File: config.mk
export PLATFORM = sky130hd
export DESIGN_NAME = cpu_hs_flat
export DESIGN_NICKNAME = d
export VERILOG_FILES = /design/src/rtl/cpu_hs_if.sv /design/src/rtl/cpu_hs.sv /design/src/flat_wrapper.sv
export SDC_FILE = /design/constraint.sdc
export NUM_CORES = 1
export LEC_CHECK = 0
export BUFFER_PORTS_ARGS = -buffer_cell sky130_fd_sc_hd__buf_2
export CAP_MARGIN = 20
export CELL_PAD_IN_SITES_DETAIL_PLACEMENT = 2
export CELL_PAD_IN_SITES_GLOBAL_PLACEMENT = 2
export CORE_ASPECT_RATIO = 1.75
export CORE_MARGIN = 4
export CORE_UTILIZATION = 26
export CTS_BUF_LIST = sky130_fd_sc_hd__clkbuf_8 sky130_fd_sc_hd__clkbuf_16
export DETAILED_ROUTE_END_ITERATION = 8
export PLACE_DENSITY = 0.65
export REMOVE_ABC_BUFFERS = 1
export SLEW_MARGIN = 20
export SYNTH_ARGS = -nofsm -noshare
export SYNTH_HDL_FRONTEND = slang
export SYNTH_SLANG_ARGS = --single-unit
File: constraint.sdc
create_clock -name CLK -period 6.4 [get_ports CLK]
set_input_delay 0.32 -clock CLK [delete_from_list [all_inputs] [get_ports CLK]]
set_output_delay 0.32 -clock CLK [all_outputs]
set_load 0.1 [all_outputs]
File: src/rtl/cpu_hs_if.sv
// rtl/cpu_hs_if.sv - instruction and data memory handshake bundle for cpu_hs
interface cpu_hs_if #(
  parameter int AW = 16,
  parameter int DW = 16
);
  logic          imem_req;
  logic [AW-1:0] imem_addr;
  logic          imem_ready;
  logic [15:0]   imem_rdata;
  logic          dmem_req;
  logic          dmem_we;
  logic [AW-1:0] dmem_addr;
  logic [DW-1:0] dmem_wdata;
  logic          dmem_ready;
  logic [DW-1:0] dmem_rdata;

  modport master (
    output imem_req, imem_addr,
    input  imem_ready, imem_rdata,
    output dmem_req, dmem_we, dmem_addr, dmem_wdata,
    input  dmem_ready, dmem_rdata
  );

  modport slave (
    input  imem_req, imem_addr,
    output imem_ready, imem_rdata,
    input  dmem_req, dmem_we, dmem_addr, dmem_wdata,
    output dmem_ready, dmem_rdata
  );
endinterface

File: src/rtl/cpu_hs.sv
// rtl/cpu_hs.sv - multi-cycle 16-bit-instruction core with handshaked imem/dmem
module cpu_hs #(
  parameter int DW = 16,
  parameter int AW = 16,
  parameter int CW = 32
) (
  input  logic            CLK,
  input  logic            RST,
  input  logic            start,
  input  logic            stop,
  cpu_hs_if.master        bus,
  output logic            running,
  output logic            halted,
  output logic [2:0]      state,
  output logic [AW-1:0]   dbg_pc,
  output logic [15:0]     dbg_ir,
  output logic [8*DW-1:0] dbg_regs,
  output logic [CW-1:0]   cyc_cnt,
  output logic [CW-1:0]   ret_cnt
);
  typedef enum logic [2:0] {
    S_IDLE = 3'd0, S_F = 3'd1, S_D = 3'd2, S_X = 3'd3, S_M = 3'd4, S_W = 3'd5
  } state_t;

  localparam logic [3:0] OP_ADD = 4'h1, OP_SUB = 4'h2, OP_MLT = 4'h3, OP_SGT = 4'h4,
                         OP_AND = 4'h5, OP_OR = 4'h6, OP_LI = 4'h7, OP_LD = 4'h8,
                         OP_ST = 4'h9, OP_B = 4'hA, OP_BZ = 4'hB, OP_BNZ = 4'hC,
                         OP_HALT = 4'hF;

  state_t        st, st_nxt;
  logic [AW-1:0] pc, br_target;
  logic [15:0]   ir;
  logic [DW-1:0] regs [8];
  logic [DW-1:0] sr1, sr2, t, dr, alu_q;
  logic          br_taken, stop_flag;

  logic [3:0]    op;
  logic [2:0]    rd, rs1, rs2;
  logic [DW-1:0] imm9, off12, alu;
  logic          taken, wr_en;
  logic [AW-1:0] target;

  assign op    = ir[15:12];
  assign rd    = ir[11:9];
  assign rs1   = ir[8:6];
  assign rs2   = ir[5:3];
  assign imm9  = {{(DW-9){ir[8]}}, ir[8:0]};
  assign off12 = {{(DW-12){ir[11]}}, ir[11:0]};
  assign wr_en = (op >= OP_ADD) && (op <= OP_LD);

  always_comb begin
    st_nxt = st;
    case (st)
      S_IDLE: if (start && !stop) st_nxt = S_F;
      S_F:    if (bus.imem_ready) st_nxt = S_D;
      S_D:    st_nxt = (op == OP_LD || op == OP_ST) ? S_M : S_X;
      S_X:    st_nxt = S_W;
      S_M:    if (bus.dmem_ready) st_nxt = S_W;
      S_W:    st_nxt = (op == OP_HALT || stop_flag || stop) ? S_IDLE : S_F;
      default: st_nxt = S_IDLE;
    endcase
  end

  // pc already points past the branch when X runs
  always_comb begin
    alu    = '0;
    taken  = 1'b0;
    target = pc + off12[AW-1:0];
    case (op)
      OP_ADD: alu = sr1 + sr2;
      OP_SUB: alu = sr1 - sr2;
      OP_MLT: alu = sr1 * sr2;
      OP_SGT: alu = DW'($signed(sr1) > $signed(sr2));
      OP_AND: alu = sr1 & sr2;
      OP_OR:  alu = sr1 | sr2;
      OP_LI:  alu = imm9;
      OP_B:   taken = 1'b1;
      OP_BZ:  begin taken = (t == '0); target = pc + imm9[AW-1:0]; end
      OP_BNZ: begin taken = (t != '0); target = pc + imm9[AW-1:0]; end
      default: alu = '0;
    endcase
  end

  always_ff @(posedge CLK) begin
    if (RST) begin
      st        <= S_IDLE;
      pc        <= '0;
      ir        <= '0;
      sr1       <= '0;
      sr2       <= '0;
      t         <= '0;
      dr        <= '0;
      alu_q     <= '0;
      br_taken  <= 1'b0;
      br_target <= '0;
      halted    <= 1'b0;
      stop_flag <= 1'b0;
      cyc_cnt   <= '0;
      ret_cnt   <= '0;
      for (int i = 0; i < 8; i++) regs[i] <= '0;
    end else begin
      st <= st_nxt;
      if (st != S_IDLE) cyc_cnt <= cyc_cnt + CW'(1);
      if (st_nxt == S_IDLE) stop_flag <= 1'b0;
      else if (stop)        stop_flag <= 1'b1;
      case (st)
        S_IDLE: if (st_nxt == S_F) halted <= 1'b0;
        S_F: if (bus.imem_ready) begin
          ir <= bus.imem_rdata;
          pc <= pc + AW'(1);
        end
        S_D: begin
          sr1      <= regs[rs1];
          sr2      <= regs[rs2];
          t        <= regs[rd];
          br_taken <= 1'b0;
        end
        S_X: begin
          alu_q     <= alu;
          br_taken  <= taken;
          br_target <= target;
        end
        S_M: if (bus.dmem_ready && op == OP_LD) dr <= bus.dmem_rdata;
        S_W: begin
          if (wr_en) regs[rd] <= (op == OP_LD) ? dr : alu_q;
          if (br_taken) pc <= br_target;
          ret_cnt <= ret_cnt + CW'(1);
          if (op == OP_HALT) halted <= 1'b1;
        end
        default: ;
      endcase
    end
  end

  assign bus.imem_req   = (st == S_F);
  assign bus.imem_addr  = pc;
  assign bus.dmem_req   = (st == S_M);
  assign bus.dmem_we    = (st == S_M) && (op == OP_ST);
  assign bus.dmem_addr  = sr1[AW-1:0];
  assign bus.dmem_wdata = sr2;

  assign running = (st != S_IDLE);
  assign state   = st;
  assign dbg_pc  = pc;
  assign dbg_ir  = ir;

  always_comb begin
    dbg_regs = '0;
    for (int i = 0; i < 8; i++) dbg_regs[i*DW +: DW] = regs[i];
  end
endmodule

File: src/flat_wrapper.sv
// flat-port wrapper written by rule: the top's interface ports become plain ports
module cpu_hs_flat 
#(
  parameter int DW = 16,
  parameter int AW = 16,
  parameter int CW = 32
)
  (CLK, RST, start, stop, running, halted, state, dbg_pc, dbg_ir, dbg_regs, cyc_cnt, ret_cnt, bus_imem_req, bus_imem_addr, bus_imem_ready, bus_imem_rdata, bus_dmem_req, bus_dmem_we, bus_dmem_addr, bus_dmem_wdata, bus_dmem_ready, bus_dmem_rdata);
  cpu_hs_if #(.AW(AW), .DW(DW)) bus_i ();
  input  logic CLK;
  input  logic RST;
  input  logic start;
  input  logic stop;
  output logic running;
  output logic halted;
  output logic [2:0] state;
  output logic [AW-1:0] dbg_pc;
  output logic [15:0] dbg_ir;
  output logic [8*DW-1:0] dbg_regs;
  output logic [CW-1:0] cyc_cnt;
  output logic [CW-1:0] ret_cnt;
  output wire logic [$bits(bus_i.imem_req)-1:0] bus_imem_req;
  output wire logic [$bits(bus_i.imem_addr)-1:0] bus_imem_addr;
  input wire logic [$bits(bus_i.imem_ready)-1:0] bus_imem_ready;
  input wire logic [$bits(bus_i.imem_rdata)-1:0] bus_imem_rdata;
  output wire logic [$bits(bus_i.dmem_req)-1:0] bus_dmem_req;
  output wire logic [$bits(bus_i.dmem_we)-1:0] bus_dmem_we;
  output wire logic [$bits(bus_i.dmem_addr)-1:0] bus_dmem_addr;
  output wire logic [$bits(bus_i.dmem_wdata)-1:0] bus_dmem_wdata;
  input wire logic [$bits(bus_i.dmem_ready)-1:0] bus_dmem_ready;
  input wire logic [$bits(bus_i.dmem_rdata)-1:0] bus_dmem_rdata;
  assign bus_imem_req = bus_i.imem_req;
  assign bus_imem_addr = bus_i.imem_addr;
  assign bus_i.imem_ready = bus_imem_ready;
  assign bus_i.imem_rdata = bus_imem_rdata;
  assign bus_dmem_req = bus_i.dmem_req;
  assign bus_dmem_we = bus_i.dmem_we;
  assign bus_dmem_addr = bus_i.dmem_addr;
  assign bus_dmem_wdata = bus_i.dmem_wdata;
  assign bus_i.dmem_ready = bus_dmem_ready;
  assign bus_i.dmem_rdata = bus_dmem_rdata;
  cpu_hs #(.DW(DW), .AW(AW), .CW(CW)) u_core (.CLK(CLK), .RST(RST), .start(start), .stop(stop), .bus(bus_i), .running(running), .halted(halted), .state(state), .dbg_pc(dbg_pc), .dbg_ir(dbg_ir), .dbg_regs(dbg_regs), .cyc_cnt(cyc_cnt), .ret_cnt(ret_cnt));
endmodule
Word level (Yosys, flattened, before mapping)
Memories as Yosys holds them, arrays and structs flattened. A register that Yosys moved wholly into a read port is not among the register bits.
Cells that the tools add are included.

storage, ports and cells
  bits in registers = 150
  memory bits (writable) = 128
  bits of input ports = 38
  output and inout port bits = 280
  logic and storage cells = 97
  memories = 1

memory list
  name         words  bits a word  read ports  clocked after Yosys merged registers in  wr ports  line          RTL
  u_core.regs  8      16           11          3                                        8         cpu_hs.sv:33  logic [DW-1:0] regs [8];

cells by class
  add/sub/neg operators = 7
  multipliers = 1
  $lt $le $gt $ge = 3
  eq/ne operators = 23
  muxes and demuxes = 26
  bitwise gates (word level) = 2
  reductions and logical operators = 23

operator list
  kind                   number
  $pmux 16 s7            1
  $mux 16                5
  $add 32x1->32 const B  2
  $add 16x16->16         3
  $pmux 16 s2            1
  $eq 4x4->1 const B     6
  $pmux 3 s6             1
  $add 16x1->16 const B  1
  $and 16x16->16         1
  $eq 4x3->1 const B     4
  $gt 16x16->1           1
  $logic_not 16->1       1
  $mul 16x16->16         1
  $or 16x16->16          1
  $reduce_bool 16->1     1
  $reduce_or 16->1       1
  $sub 16x16->16         1
  $mux 3                 5
  $mux 1                 10
  $eq 4x2->1 const B     2
  $ne 2x1->1 const B     4
  $eq 3x1->1 const B     2
  $eq 3x2->1 const B     2
  $eq 3x3->1 const B     2
  other kinds (14)       26

Depth between registers and ports, before layout
  depth after elaboration = 8
  mapped depth = 22
  mapped depth without buffers = 21

Worst setup path before layout
OpenSTA, ideal clock, no wires.

  path type = register to register
  start = reg u_core.sr2[5], in the netlist u_core.bus.dmem_wdata[5], read port of u_core.regs
  end = reg u_core.alu_q[15]
  library setup time = 0.091 ns
  arrival time = 6.156 ns
  required time = 6.309 ns
  path slack = 0.153 ns
  stages on the path, launching flop included = 20
  buffers on the path = 0
  period minus slack after synthesis = 6.247 ns
  path through = dfxtp_1 clkinv_1 nor2_1 fa_1 inv_1 fa_1 fa_1 fa_1 inv_1 fa_1 inv_1 fa_1 inv_1 ha_1 a21oi_1 nor2b_1 o311ai_0 a21o_1 nand3_1 a311oi_1

on the way
  longest elaborated chain between the ends = 2
  elaborated cells on any way between the ends = 4
  those cells by class = add/sub (2); mul (1); mux (1)

RTL lines
  what                                    line           RTL
  from (decl)                             cpu_hs.sv:34   logic [DW-1:0] sr1, sr2, t, dr, alu_q;
  $mul 16x16->16 (tied with other cells)  cpu_hs.sv:72   OP_MLT: alu = sr1 * sr2;
  $pmux 16 s7 (*)                         cpu_hs.sv:69   case (op)
  to (signal assigned)                    cpu_hs.sv:119  alu_q <= alu;
  to (decl)                               cpu_hs.sv:34

Every way passes the cells marked *; elsewhere a longest branch is shown, timed or not.
A chain may end at the register's enable or synchronous reset.

Final worst setup path
  start = reg u_core.sr2[1], in the netlist u_core.bus.dmem_wdata[1], read port of u_core.regs
  end = reg u_core.alu_q[15]

The elaborated chain is that of the path after synthesis.

==> run_results.csv <==
group,metric,value,unit
run_status,status,"finished clean",
critical_path,timing.rr.start,"u_core.bus.dmem_wdata[1]$_SDFFE_PP0N_",
finish,n_antenna_cell,0,
job,max-cap-violations,0,
grt,pin_count_of_the_biggest_net_entering_global_routing,70,
sta,fin_setup_tns,0,ns
critical_path,crit-reg2reg-capture,"u_core.alu_q[15]$_SDFFE_PP0P_",
synthesis,synth_cell_types,87,
sta,worst_tran_pin_value,1.10,ns
routing,routed_via_density,5.30,
floorplan,floorplan.die.width,229,µm
clocking,clock_tree_from_tritoncts,"yes",
critical_path,worst_path_dominant_cell_family,"adder cells",
floorplan,floorplan.die_area,90100,µm²
worst_hold_path,hold_start,"bus_imem_rdata[10]",
synthesis,yosys-top-cells-area,"dfxtp_1 (18%), edfxtp_1 (17%), mux4_2 (9.8%)",
synthesis,ys_ff_latch,326,
sta,max_freq,162,MHz
synthesis,async_flop_share,0,%
finish,most-common-layout-cells,"nor2_1 (363), buf_2 (316), nand2_1 (256)",
clocking,clkSlewWorstSetupHoldPaths,0.07,ns
pwr,switching_power_summed_over_all_nets,1960,µW
grt,number_of_global_route_vias_before_repair,21800,
floorplan,die_y,394,µm
synthesis,yosys.area.top_type,"dfxtp_1",
floorplan,ios,318,
critical_path,critical_path_cell_count,20,
routing,routed-via-count,19700,
synthesis,ys_warn_count,0,
clocking,tritoncts.num_buffers,38,
worst_hold_path,hold_end,"u_core.dbg_ir[10]$_SDFFE_PP0P_",
floorplan,start_util,26.2,%
worst_hold_path,timing.hold.worst_path_depth,3,
synthesis,ys.flop_type,"dfxtp_1",
routing,detailedRoute.firstIterationViolations,1175,
critical_path,critical_path_required,6.90,ns
critical_path,cpPeakStageDelay,0.55,ns
finish,drive_gt1_share,22.0,%
clocking,cts_post_setup_buffers_inserted,0,
critical_path,register_to_register_path_depth,20,
pwr,power.leakage,0.0101,µW
pwr,power.internal,3890,µW
critical_path,maximum_fanout_encountered_on_the_critical_timing_path,7,
sta,grt_setup_unrepaired,"no",
grt,grt_util_all_layers,22.1,%
placed_design,finalWeightedCongestion,0.970,
sta,period_minus_slack,6.16,ns
grt,grt-ovfl-total,0,
placed_design,dp_hpwl,80.0,mm
sta,setup-violations-final,0,
routing,post_dr_wirelength_cell,27.7,µm
synthesis,synth_enable_flop_cells,128,
synthesis,mappedNetlistArea,22100,µm²
grt,grt_first_pass_wirelength,150,mm
critical_path,critical_path.most_common_cell,"fa_1",
pwr,switching_share,33.5,%
pwr,p_seq_share,39.3,%
clocking,clock-sinks,326,
critical_path,worst-setup-path-type,"flip-flop to flip-flop",
worst_hold_path,timing.hold.worst.class,"input pin to flip-flop",
synthesis,syn_avg_cell_area,9.52,µm²
routing,drt_drc_violations_left,0,
critical_path,crit_path_cell_trace,"buf_4 -> clkinv_1 -> nor2_1 -> fa_1 -> inv_1 -> fa_1 -> inv_1 -> fa_1 -> fa_1 -> inv_1 -> fa_1 -> fa_1 -> xor2_1 -> xnor2_1 -> xnor2_1 -> xnor2_1 -> xnor3_1 -> nand3_1 -> nand3_1 -> a311oi_1",
pwr,power.clock.fraction,41.0,%
routing,antenna_left,0,
clocking,ctsHtreeMaxLevel,2,
synthesis,synth_top_cell_area_share,17.9,%
synthesis,netlist_instances,2326,
sta,relSlewSlack,24.8,%
placed_design,port_buffers,317,
critical_path,critical_path.slowest_cell,"fa_1",
critical_path,worst-r2r-setup-slack,0.24,ns
critical_path,worst_ep_arrival_time,6.66,ns
grt,antenna_found_initial,1,
sta,fin_skew,0.0270,ns
clocking,clock-root-buffer,"clkbuf_16",
sta,timing.final.hold_violations,0,
sta,final_max_slew_viol_count,0,
critical_path,cp.buffers_inverters,5,
finish,areaGrowthSynthToFinish,19.2,%
critical_path,worst_setup_sp_type,"flip-flop",
clocking,clock_latency,0.59,ns
clocking,clk_path_buf_depth,3,
routing,drtPass1Iterations,5,
finish,final_core_util,31.2,%
pwr,power.density_cell_area,222,nW/µm²
routing,drt_wl_total,103,mm
pwr,vdd_drop_max,0.207,mV
critical_path,worst_setup_path_end_kind,"flip-flop",
floorplan,fp.coreArea,84500,µm²
finish,final_net_count,2862,
sta,period_share,96.2,%
floorplan,std_cell_rows,141,
pwr,p_comb_share,19.7,%
finish,mostFrequentLayoutCell,"nor2_1",
synthesis,ys_seq_area_share,35.3,%
-- cell families after synthesis --
logic type,count (synthesis),synth area share [%]
simple gates,810,15.8
compound gates,405,11.6
flops,326,35.3
buf+inv,318,6.21
fa+ha+maj,199,14.0
mux,169,13.1
xor+xnor,99,4.04
-- per-stage QoR --
stage               area [µm²]  cells  hold WS, ns  setup slack (ns)  total power [µW]
floorplan                21400   2186        0.386             0.112              3100
global placement         24900   3641        0.443             0.341              3470
detailed placement       24900   3641        0.451             0.266              3490
CTS                      26400   3726     0.000277             0.270              5930
global route             26400   3726       0.0165            0.0170              6060
finish                   26400   3726       0.0241             0.242              5850
-- layout make-up --
class	count	area (µm²)
repair buffers	399	2250
multi-input cells	1682	13000
clock inverters	26	309
well taps	1072	1340
inverters	178	672
clock buffers	43	1020
fillers	9379	58100
flip-flops and latches	326	7820
-- worst max-delay path by stage --
stage | start | end | slack, ns
after CTS | u_core.bus.dmem_wdata[5]$_SDFFE_PP0N_ | u_core.alu_q[15]$_SDFFE_PP0P_ | 0.27
after global routing | u_core.bus.dmem_wdata[1]$_SDFFE_PP0N_ | u_core.alu_q[15]$_SDFFE_PP0P_ | 0.02
final | u_core.bus.dmem_wdata[1]$_SDFFE_PP0N_ | u_core.alu_q[15]$_SDFFE_PP0P_ | 0.24
after global placement | u_core.bus.dmem_wdata[1]$_SDFFE_PP0N_ | u_core.alu_q[15]$_SDFFE_PP0P_ | 0.34
after floorplan | u_core.bus.dmem_wdata[5]$_SDFFE_PP0N_ | u_core.alu_q[15]$_SDFFE_PP0P_ | 0.11
after detailed placement | u_core.bus.dmem_wdata[5]$_SDFFE_PP0N_ | u_core.alu_q[15]$_SDFFE_PP0P_ | 0.27
-- synth_stat cells (4+ instances only) --
cell / count
and2_1: 8
nand3_1: 42
xnor2_1: 56
clkbuf_1: 81
or3_1: 24
nor4_1: 6
nand4_1: 15
buf_1: 9
a21o_1: 6
o31ai_1: 8
nor2b_1: 9
mux2_2: 4
o21a_1: 4
o21ai_0: 78
mux2i_1: 69
buf_2: 21
xor2_1: 41
buf_6: 4
a21oi_1: 156
a221oi_1: 9
inv_1: 170
a31oi_1: 6
edfxtp_1: 128
o22ai_1: 10
a22oi_1: 8
mux4_2: 96
nand2b_1: 11
o21bai_1: 6
nor2_1: 364
nand2_1: 258
and3_1: 17
fa_1: 82
o2111ai_1: 5
dfxtp_1: 198
clkbuf_8: 5
buf_4: 20
a22o_1: 5
ha_1: 117
clkinv_1: 7
nor3_1: 29
a211oi_1: 62
and4_1: 8
o211ai_1: 6
-- layer usage --
| metal | wire [µm] | up-vias | global-route usage (%) | part of all wire, % |
|---|---|---|---|---|
| met5 | 0 | - | 0 | 0 |
| met4 | 6550 | 0 | 12.1 | 6.4 |
| met3 | 4680 | 214 | 3.45 | 4.5 |
| met2 | 53800 | 625 | 41.0 | 52 |
| met1 | 38100 | 10200 | 23.9 | 37 |
| li1 | - | 8685 | - | - |
-- timing repair --
item / in CTS / in global routing
hold buffers: 16 / 0
resized for setup: 0 / 1
setup endpoints to repair: 0 / 1
hold endpoints to repair: 16 / 0
-- worst register-to-register path, cell delays in order (launching register included) --
cell      delay (ns)
dfxtp_1         0.48
buf_4           0.27
clkinv_1        0.11
nor2_1          0.50
fa_1            0.54
inv_1           0.10
fa_1            0.39
inv_1           0.09
fa_1            0.44
fa_1            0.55
inv_1           0.05
fa_1            0.47
fa_1            0.39
xor2_1          0.16
xnor2_1         0.20
xnor2_1         0.17
xnor2_1         0.15
xnor3_1         0.53
nand3_1         0.14
nand3_1         0.09
a311oi_1        0.25
-- state kept, by name, summed over array words and instances (netlist names), 16 cells and up --
name,flops
u_core.ret_cnt,32
u_core.bus.dmem_addr,16
u_core.bus.dmem_wdata,16
u_core.cyc_cnt,32
u_core.regs,128
u_core.t,16
u_core.bus.imem_addr,16
u_core.dr,16
u_core.alu_q,16
u_core.dbg_ir,16
u_core.br_target,16
-- power groups by stage --
stage	Clock, µW	Sequential [µW]	Combinational [µW]
floorplan	0	2690	411
global placement	0	2340	1130
detailed placement	0	2350	1140
CTS	2480	2300	1160
global route	2550	2310	1200
finish	2400	2300	1150
(Power assumes the default switching activity.)
